<file path="config.mk">
export PLATFORM = sky130hd
export DESIGN_NAME = bus_arbiter_rr_n
export DESIGN_NICKNAME = d
export VERILOG_FILES = /design/src/rtl/bus_arbiter_rr_n_pkg.sv /design/src/rtl/bus_arbiter_rr_n_next_sel.sv /design/src/rtl/bus_arbiter_rr_n.sv
export SDC_FILE = /design/constraint.sdc
export NUM_CORES = 1
export LEC_CHECK = 0
export ABC_AREA = 1
export BUFFER_PORTS_ARGS = -buffer_cell sky130_fd_sc_hd__buf_2
export CORE_MARGIN = 1
export CORE_UTILIZATION = 40
export DETAILED_ROUTE_END_ITERATION = 7
export GPL_TIMING_DRIVEN = 0
export PLACE_DENSITY = 0.59
export SYNTH_ARGS = -nofsm -noshare
export SYNTH_HDL_FRONTEND = slang
export SYNTH_SLANG_ARGS = --single-unit
</file>
<file path="constraint.sdc">
create_clock -name clk -period 2.1 [get_ports clk]
set_input_delay 0.315 -clock clk [delete_from_list [all_inputs] [get_ports clk]]
set_output_delay 0.315 -clock clk [all_outputs]
set_load 0.01 [all_outputs]
</file>
<file path="src/rtl/bus_arbiter_rr_n_pkg.sv">
// Shared bus-arbiter definitions: default sizes, active-low signal levels and reset level.
// The optional tenure limit is compiled in by defining BUS_ARB_TENURE_EN.
package bus_arbiter_rr_n_pkg;

    localparam int DEFAULT_NUM_MASTERS = 4;
    localparam int DEFAULT_MAX_TENURE  = 16;

    localparam logic ENABLE_      = 1'b0;
    localparam logic DISABLE_     = 1'b1;
    localparam logic RESET_ENABLE = 1'b1;

    // Owner index width; never zero so a 1-bit owner still exists for tiny configs.
    function automatic int owner_width(input int n);
        return (n > 1) ? $clog2(n) : 1;
    endfunction

endpackage

</file>
<file path="src/rtl/bus_arbiter_rr_n_next_sel.sv">
// rr_next_sel: combinational circular find-first over an active-high request vector,
// starting at i_start and wrapping; reusable by other round-robin arbiters.
module rr_next_sel #(
    parameter int N = 4,
    parameter int W = 2
) (
    input  logic [N-1:0] i_req,
    input  logic [W-1:0] i_start,
    output logic         o_found,
    output logic [W-1:0] o_idx
);

    int         w_pos;
    logic [W-1:0] w_sel;

    always_comb begin
        o_found = 1'b0;
        o_idx   = '0;
        w_pos   = 0;
        w_sel   = '0;
        for (int k = 0; k < N; k++) begin
            w_pos = int'(i_start) + k;
            if (w_pos >= N) begin
                w_pos = w_pos - N;
            end
            w_sel = W'(w_pos);
            if (!o_found && i_req[w_sel]) begin
                o_found = 1'b1;
                o_idx   = w_sel;
            end
        end
    end

endmodule

</file>
<file path="src/rtl/bus_arbiter_rr_n.sv">
// Round-robin bus arbiter with active-low request/grant; owner drives the shared bus mux.
// Define BUS_ARB_TENURE_EN to limit an owner to MAX_TENURE cycles under contention.
module bus_arbiter_rr_n
    import bus_arbiter_rr_n_pkg::*;
#(
    parameter int NUM_MASTERS = DEFAULT_NUM_MASTERS,
    parameter int MAX_TENURE  = DEFAULT_MAX_TENURE,
    localparam int OWNER_W    = owner_width(NUM_MASTERS)
) (
    input  logic                   clk,
    input  logic                   reset,
    input  logic [NUM_MASTERS-1:0] i_req_,
    output logic [NUM_MASTERS-1:0] o_grnt_,
    output logic [OWNER_W-1:0]     o_owner
);

    if (NUM_MASTERS < 2 || MAX_TENURE < 1) begin : g_bad_param
        $error("bus_arbiter_rr_n: NUM_MASTERS must be >= 2 and MAX_TENURE >= 1");
    end

    logic [OWNER_W-1:0]     r_owner;
    logic [OWNER_W-1:0]     w_owner_nxt;
    logic [OWNER_W-1:0]     w_start;
    logic [OWNER_W-1:0]     w_next_idx;
    logic [NUM_MASTERS-1:0] w_req;
    logic [NUM_MASTERS-1:0] w_grnt_;
    logic                   w_found;
    logic                   w_owner_req;
    logic                   w_others;
    logic                   w_expire;
    logic                   w_hit;

    always_comb begin
        w_req       = '0;
        w_owner_req = 1'b0;
        w_others    = 1'b0;
        for (int i = 0; i < NUM_MASTERS; i++) begin
            w_req[i] = (i_req_[i] == ENABLE_);
            if (r_owner == OWNER_W'(i)) begin
                w_owner_req = w_req[i];
            end else begin
                w_others = w_others | w_req[i];
            end
        end
    end

    // Search starts just past the owner, so the owner itself is always last in line.
    assign w_start = (r_owner == OWNER_W'(NUM_MASTERS - 1)) ? '0 : r_owner + OWNER_W'(1);

    rr_next_sel #(
        .N (NUM_MASTERS),
        .W (OWNER_W)
    ) u_next_sel (
        .i_req   (w_req),
        .i_start (w_start),
        .o_found (w_found),
        .o_idx   (w_next_idx)
    );

`ifdef BUS_ARB_TENURE_EN
    localparam int CNT_W = (MAX_TENURE > 1) ? $clog2(MAX_TENURE) : 1;
    localparam logic [CNT_W-1:0] CNT_MAX = CNT_W'(MAX_TENURE - 1);

    logic [CNT_W-1:0] r_cnt;

    assign w_expire = (r_cnt == CNT_MAX) && w_others;

    always_ff @(posedge clk) begin
        if (reset == RESET_ENABLE) begin
            r_cnt <= '0;
        end else if (w_owner_nxt != r_owner) begin
            r_cnt <= '0;
        end else if (r_cnt != CNT_MAX) begin
            r_cnt <= r_cnt + CNT_W'(1);
        end
    end
`else
    assign w_expire = 1'b0;
`endif

    always_comb begin
        w_owner_nxt = r_owner;
        if ((!w_owner_req || w_expire) && w_others && w_found) begin
            w_owner_nxt = w_next_idx;
        end
    end

    always_ff @(posedge clk) begin
        if (reset == RESET_ENABLE) begin
            r_owner <= '0;
        end else begin
            r_owner <= w_owner_nxt;
        end
    end

    // Unreachable owner codes (non power-of-two N) fall back to a grant for master 0.
    always_comb begin
        w_grnt_ = {NUM_MASTERS{DISABLE_}};
        w_hit   = 1'b0;
        for (int i = 0; i < NUM_MASTERS; i++) begin
            if (r_owner == OWNER_W'(i)) begin
                w_grnt_[i] = ENABLE_;
                w_hit      = 1'b1;
            end
        end
        if (!w_hit) begin
            w_grnt_[0] = ENABLE_;
        end
    end

    assign o_grnt_ = w_grnt_;
    assign o_owner = r_owner;

endmodule

</file>
==> results_dict.tcl, run 1 <==
set metrics [dict create \
    clkSinkCount 2 \
    clk_latency_ps 230 \
    synth-seq-area-share_pct 7.46 \
    synth_cells 97 \
    final_area_um2 634 \
    syn-num-nets 108 \
    drv_cap 0 \
    cts_inserted_buffers 3 \
    diodes 0 \
    yosysWarnings 0 \
    drtAntennaViolNets 0 \
    hold_viol_final 0 \
    ys_async_sr_fraction_pct 0 \
    ys_top_cells_by_area "nand2_1 23%, ha_1 12%, nand2_2 12%" \
    drt-vias-per-instance 4.86 \
    clockRootBuffer "clkbuf_4" \
    hold_class "in2reg" \
    area_growth_pct 18.2 \
    top_level_ports 12 \
    power.leakage_nw 0.371 \
    synth.most_common_cell "nand2_1" \
    routabilityCongestion 0.761 \
    placeableCoreArea_um2 1170 \
    drt_wl_total_mm 1.28 \
    drv_slew 0 \
    vias 608 \
    synth_flop_cell "dfxtp_1" \
    max_freq_mhz 523 \
    drt_pass1_iterations 4 \
    die_h_um 38.6 \
    synth_edf_count 0 \
    dpl-instance-area_um2 609 \
    synth_area_leader_cell "nand2_1" \
    grt_overflow_total 0 \
    grt_pass1_wl_mm 2.18 \
    worst_pin_slew_ps 272 \
    cts_tree "built" \
    die_x_um 38.6 \
    clk_path_buf_depth 2 \
    period_needed_ps 1910 \
    crit_arrival_ps 2030 \
    clk_pin_slew_worst_paths_ps 30 \
    critPathLaunchType "flop" \
    crit_type "reg2reg" \
    synth_top_cells_by_count "33 x nand2_1, 12 x inv_1, 10 x nand2_2" \
    critPathRequiredTime_ps 2220 \
    cp_max_fo 7 \
    port_buffers 11 \
    rows 12 \
    initial_core_util_pct 45.8 \
    drc 0 \
    yosys.area.top_type_share_pct 23.1 \
    setup_violations 0 \
    drt_iter0_drc 22 \
    tns_ps 0 \
    worst_setup_path_end_kind "flop" \
    maxSlewHeadroom_pct 81.9 \
    status "finished clean" \
    htreeDepth 1 \
    grt_pass1_vias 523 \
    wl_per_cell_um 10.2 \
    antenna_found_initial 0 \
    dp_hpwl_mm 1.08 \
    largest_reg_flops 2 \
    syn_area_per_cell_um2 5.53 \
    layout.nets 124 \
    dieArea_um2 1490 \
    rsz0062_at_grt "false" \
    yosysUniqueCellTypes 19 \
    period_share_pct 91.1 \
    synth_area_um2 537 \
    power_density_nw_per_um2 1610 \
    grt_usage_pct 20.8 \
    vdd_drop_max_uv 695 \
    yosys_register_bits 2 \
    drive_above_1_share_pct 28.8 \
    finClkSkew_ps 4.96 \
    grt_max_degree 11 \
]
-- cell type report --
type	count	area (um2)
clock buffers	3	22.5
well taps	14	17.5
fillers	135	537
inverters	14	52.6
flip-flops and latches	2	40.0
plain buffers	1	11.3
repair buffers	11	55.1
multi-input cells	80	435
-- worst max-delay path, stage by stage, from the launching register on --
cell	delay (ps)
dfxtp_1	460
inv_1	190
ha_2	440
inv_2	80
nand2_1	80
nand2_2	70
nand2_1	70
nand2_2	80
nand3_1	70
nand2_1	50
inv_1	40
nand3_1	70
nand2_1	60
inv_1	30
-- cells in the final DEF, fill, tap and decap left out, drive strengths merged --
cell type,count
nand3,10
clkbuf,3
nand2,45
a21oi,4
dfxtp,2
a21o,1
nand3b,1
nand4,2
o21ai,3
ha,5
inv,14
nor2,7
buf,12
o211ai,2
-- per-layer routing --
| layer | routed length, um | vias to the layer above | GRT usage [%] |
|---|---|---|---|
| li1 | - | 335 | - |
| met1 | 630 | 260 | 26.4 |
| met2 | 593 | 13 | 35.8 |
| met3 | 56 | 0 | 6.94 |
| met4 | 0 | 0 | 0 |
| met5 | 0 | - | 0 |
-- cell families after synthesis --
group,share of synthesized area [%]
simple gates,58.3
buf+inv,11.9
flops,7.46
compound gates,10.7
fa+ha+maj,11.7
-- per-stage QoR --
stage	setup slack, ps	util [%]	cells	total power, W	hold slack, ps
after floorplan	327	-	97	0.000749	454
after global placement	146	52.0	122	0.000927	568
after detailed placement	129	52.0	122	0.000927	568
after CTS	117	54.0	125	0.00102	330
after global routing	30.0	54.2	125	0.00114	345
final	187	54.2	125	0.00102	334
-- power breakdown --
part	leakage [nW]	internal, W	switching, W
combinational	0.341	0.000313	0.000544
clock	0.0138	0.0000631	0.0000230
sequential	0.0166	0.0000539	0.0000225
-- repair_timing --
action,in CTS,in global routing
setup endpoints to repair,0,2
buffers inserted,0,0
hold buffers,0,0
gates resized for setup,0,1
-- path summary, 6_finish.rpt --
| kind | startpoint | end | slack [ps] | cells after the start |
|---|---|---|---|---|
| setup / recovery | o_owner[0] | o_owner[1] | 190 | 13 |
| hold reg to reg | o_owner[1] | o_owner[1] | 660 | 4 |
| setup reg to reg | o_owner[0] | o_owner[1] | 190 | 13 |
| hold / removal | reset | o_owner[0] | 330 | 3 |
Note: power is estimated with default switching activity, not from simulation.
==> run 2, diff against run 1 <==
--- a/config.mk
+++ b/config.mk
@@ -6,12 +6,13 @@
 export NUM_CORES = 1
 export LEC_CHECK = 0
 export ABC_AREA = 1
-export BUFFER_PORTS_ARGS = -buffer_cell sky130_fd_sc_hd__buf_2
 export CORE_MARGIN = 1
 export CORE_UTILIZATION = 40
 export DETAILED_ROUTE_END_ITERATION = 7
+export DONT_BUFFER_PORTS = 1
 export GPL_TIMING_DRIVEN = 0
-export PLACE_DENSITY = 0.59
+export PLACE_DENSITY = 0.51
 export SYNTH_ARGS = -nofsm -noshare
 export SYNTH_HDL_FRONTEND = slang
+export SYNTH_HIERARCHICAL = 1
 export SYNTH_SLANG_ARGS = --single-unit
==> results_dict.tcl, run 2 <==
set metrics [dict create \
    final_util_pct 50.5 \
    yosys.area.top_type_share_pct 17.2 \
    max_stage_delay_ps 400 \
    clockRootBuffer "clkbuf_4" \
    clk_pin_slew_worst_paths_ps 30 \
    top_level_ports 12 \
    cp_cell_sequence "inv_1, ha_4, inv_4, nand2_4, nand2_4, o21ai_1, nand3b_1, o21ai_1, a21oi_2, nand3_1, nand2_1, nor2_1" \
    yosys_register_bits 2 \
    grt_pass1_vias 461 \
    synth-simple-area-share_pct 58.3 \
    synth_cells 100 \
    drt_wl_total_mm 1.18 \
    rsz0062_at_grt "false" \
    synth_top_family_by_area "simple AND/OR/NAND/NOR gates" \
    fill_cells 144 \
    final_common_cell "nand2_1" \
    hold_buffers 0 \
    worst_setup_path_end_kind "flop" \
    synthMuxAreaShare_pct 0 \
    cp_max_fo 6 \
    port_buffers 0 \
    status "finished clean" \
    period_share_pct 91.3 \
    cp_num_buf_inv 2 \
    syn_area_per_cell_um2 5.67 \
    dieArea_um2 1570 \
    drt_iter0_drc 9 \
    whs_ps 234 \
    grt_pass1_wl_mm 1.77 \
    grt_usage_pct 16.1 \
    critPathLaunchType "flop" \
    timing.final.ws_setup_ps 182 \
    synth_area_um2 567 \
    drtAntennaViolNets 0 \
    drt-vias-per-instance 4.82 \
    crit_arrival_ps 2020 \
    wl_per_cell_um 9.86 \
    synth_edf_count 0 \
    drv_slew 0 \
    rows 13 \
    critPathRequiredTime_ps 2200 \
    antenna_found_initial 0 \
    die_h_um 39.6 \
    routabilityCongestion 0.626 \
    largest_reg_flops 2 \
    ys_top_cells_by_area "nand2_1 17%, nand2_2 12%, inv_1 11%" \
    synth_flop_cell "dfxtp_1" \
    hold_class "in2reg" \
    vias 578 \
    ys_async_sr_fraction_pct 0 \
    ff_latch_area_um2 47.5 \
    yosysUniqueCellTypes 18 \
    syn-num-nets 111 \
    clkSinkCount 2 \
    synthAdderAreaFrac_pct 11.0 \
    drv_cap 0 \
    maxSlewHeadroom_pct 87.8 \
    cts_inserted_buffers 3 \
    dp_hpwl_um 964 \
    clk_path_buf_depth 2 \
    dpl.cell_count 115 \
    finClkSkew_ps 0.720 \
    power_density_nw_per_um2 1840 \
    htreeDepth 1 \
    initial_core_util_pct 43.0 \
    synth_area_leader_cell "nand2_1" \
    crit_path_top_delay_cell "dfxtp_4" \
    layout.nets 118 \
    drive_above_1_share_pct 33.3 \
    period_needed_ps 1920 \
    multi_input_area_um2 469 \
    area_growth_pct 17.4 \
    setup_violations 0 \
    finalNonFillerCells 120 \
    die_x_um 39.6 \
    synth_top_cells_by_count "26 x nand2_1, 17 x inv_1, 11 x nand2_2" \
    grt_max_degree 11 \
    clk_latency_ps 220 \
    final_cell_mix "26 x nand2_1, 17 x inv_1, 11 x nand2_2, 8 x nor2_1, 7 x nand3_1" \
    synthXorXnorAreaFrac_pct 0 \
    final_area_um2 666 \
    post-place-ws_ps -70.9 \
    placeableCoreArea_um2 1320 \
    synth.most_common_cell "nand2_1" \
    worst_pin_slew_ps 182 \
    cp_top_family "simple AND/OR/NAND/NOR gates" \
    synth-seq-area-share_pct 7.06 \
    hold_viol_final 0 \
    grt_overflow_total 0 \
    synth_compound_area_share_pct 7.73 \
    drc 0 \
    cts_tree "built" \
    diodes 0 \
    drt_pass1_iterations 4 \
    yosysWarnings 6 \
    vdd_drop_max_uv 705 \
    power.leakage_nw 0.365 \
    crit_type "reg2reg" \
    dpl-instance-area_um2 586 \
    max_freq_mhz 521 \
]
## run 2: cell types whose count changed after synthesis, sizes merged
cell | before | now
inv | 14 | 21
nand2 | 45 | 40
nor2 | 7 | 11
a21oi | 4 | 6
o211ai | 2 | 0
a21o | 1 | 0
nand4 | 2 | 1
o21ai | 3 | 2
## run 2: final timing paths
kind | from | endpoint | slack [ps] | cells after the start
max | o_owner[0] | o_owner[0] | 180 | 12
min | reset | o_owner[1] | 230 | 3
max reg2reg | o_owner[0] | o_owner[0] | 180 | 12
min reg2reg | o_owner[1] | o_owner[1] | 560 | 2
## run 2: through the flow
stage	TNS, ps	power (W)
2_1_floorplan	0	0.000901
3_3_place_gp	-118	0.00103
3_5_place_dp	-138	0.00105
4_1_cts	0	0.00114
5_1_grt	0	0.00135
6_report	0	0.00122
## run 2: timing repair
item	in CTS	in global routing
setup endpoints to repair	2	2
hold endpoints to repair	0	0
gates resized for setup	2	9
pin swaps	0	1
setup buffers	0	2
## run 2: layout make-up
type	count	area share (%)
tap	15	2.82
timing repair buffer	2	2.26
multi-input combinational	76	70.5
inverter	21	12.2
clock buffer	3	3.38
buffer	1	1.69
sequential	2	7.14
## run 2: worst reg2reg max path: cells and delay by family (launching register included)
| family | cells | cell delay, ps |
|---|---|---|
| AND/OR/NAND/NOR | 6 | 460 |
| AO/OA/AOI/OAI | 3 | 430 |
| flip-flops | 1 | 400 |
| adder cells (fa/ha/maj) | 1 | 330 |
| buffers and inverters | 2 | 180 |
## run 2: logic make-up (layout without fill, tap and decap cells)
group | after synthesis | count (layout)
and+or+nand+nor | 63 | 63
adders and majority gates | 5 | 5
DFF | 2 | 2
buffers and inverters | 22 | 27
AOI/OAI and AO/OA | 8 | 8
## run 2: per-layer routing
metal  part of all wire [%]  vias up  GRT usage [%]
met3                    5.1        0           1.14
li1                       -      311              -
met5                      0        -              0
met1                     46      254           20.4
met4                      0        0           5.17
met2                     49       13           28.3
## run 2: report_power, final
group,switching [W],leakage (nW),total [W],internal (W)
combinational,0.000644,0.333,0.00104,0.000395
clock,0.0000192,0.0138,0.0000821,0.0000629
sequential,0.0000391,0.0178,0.000102,0.0000629
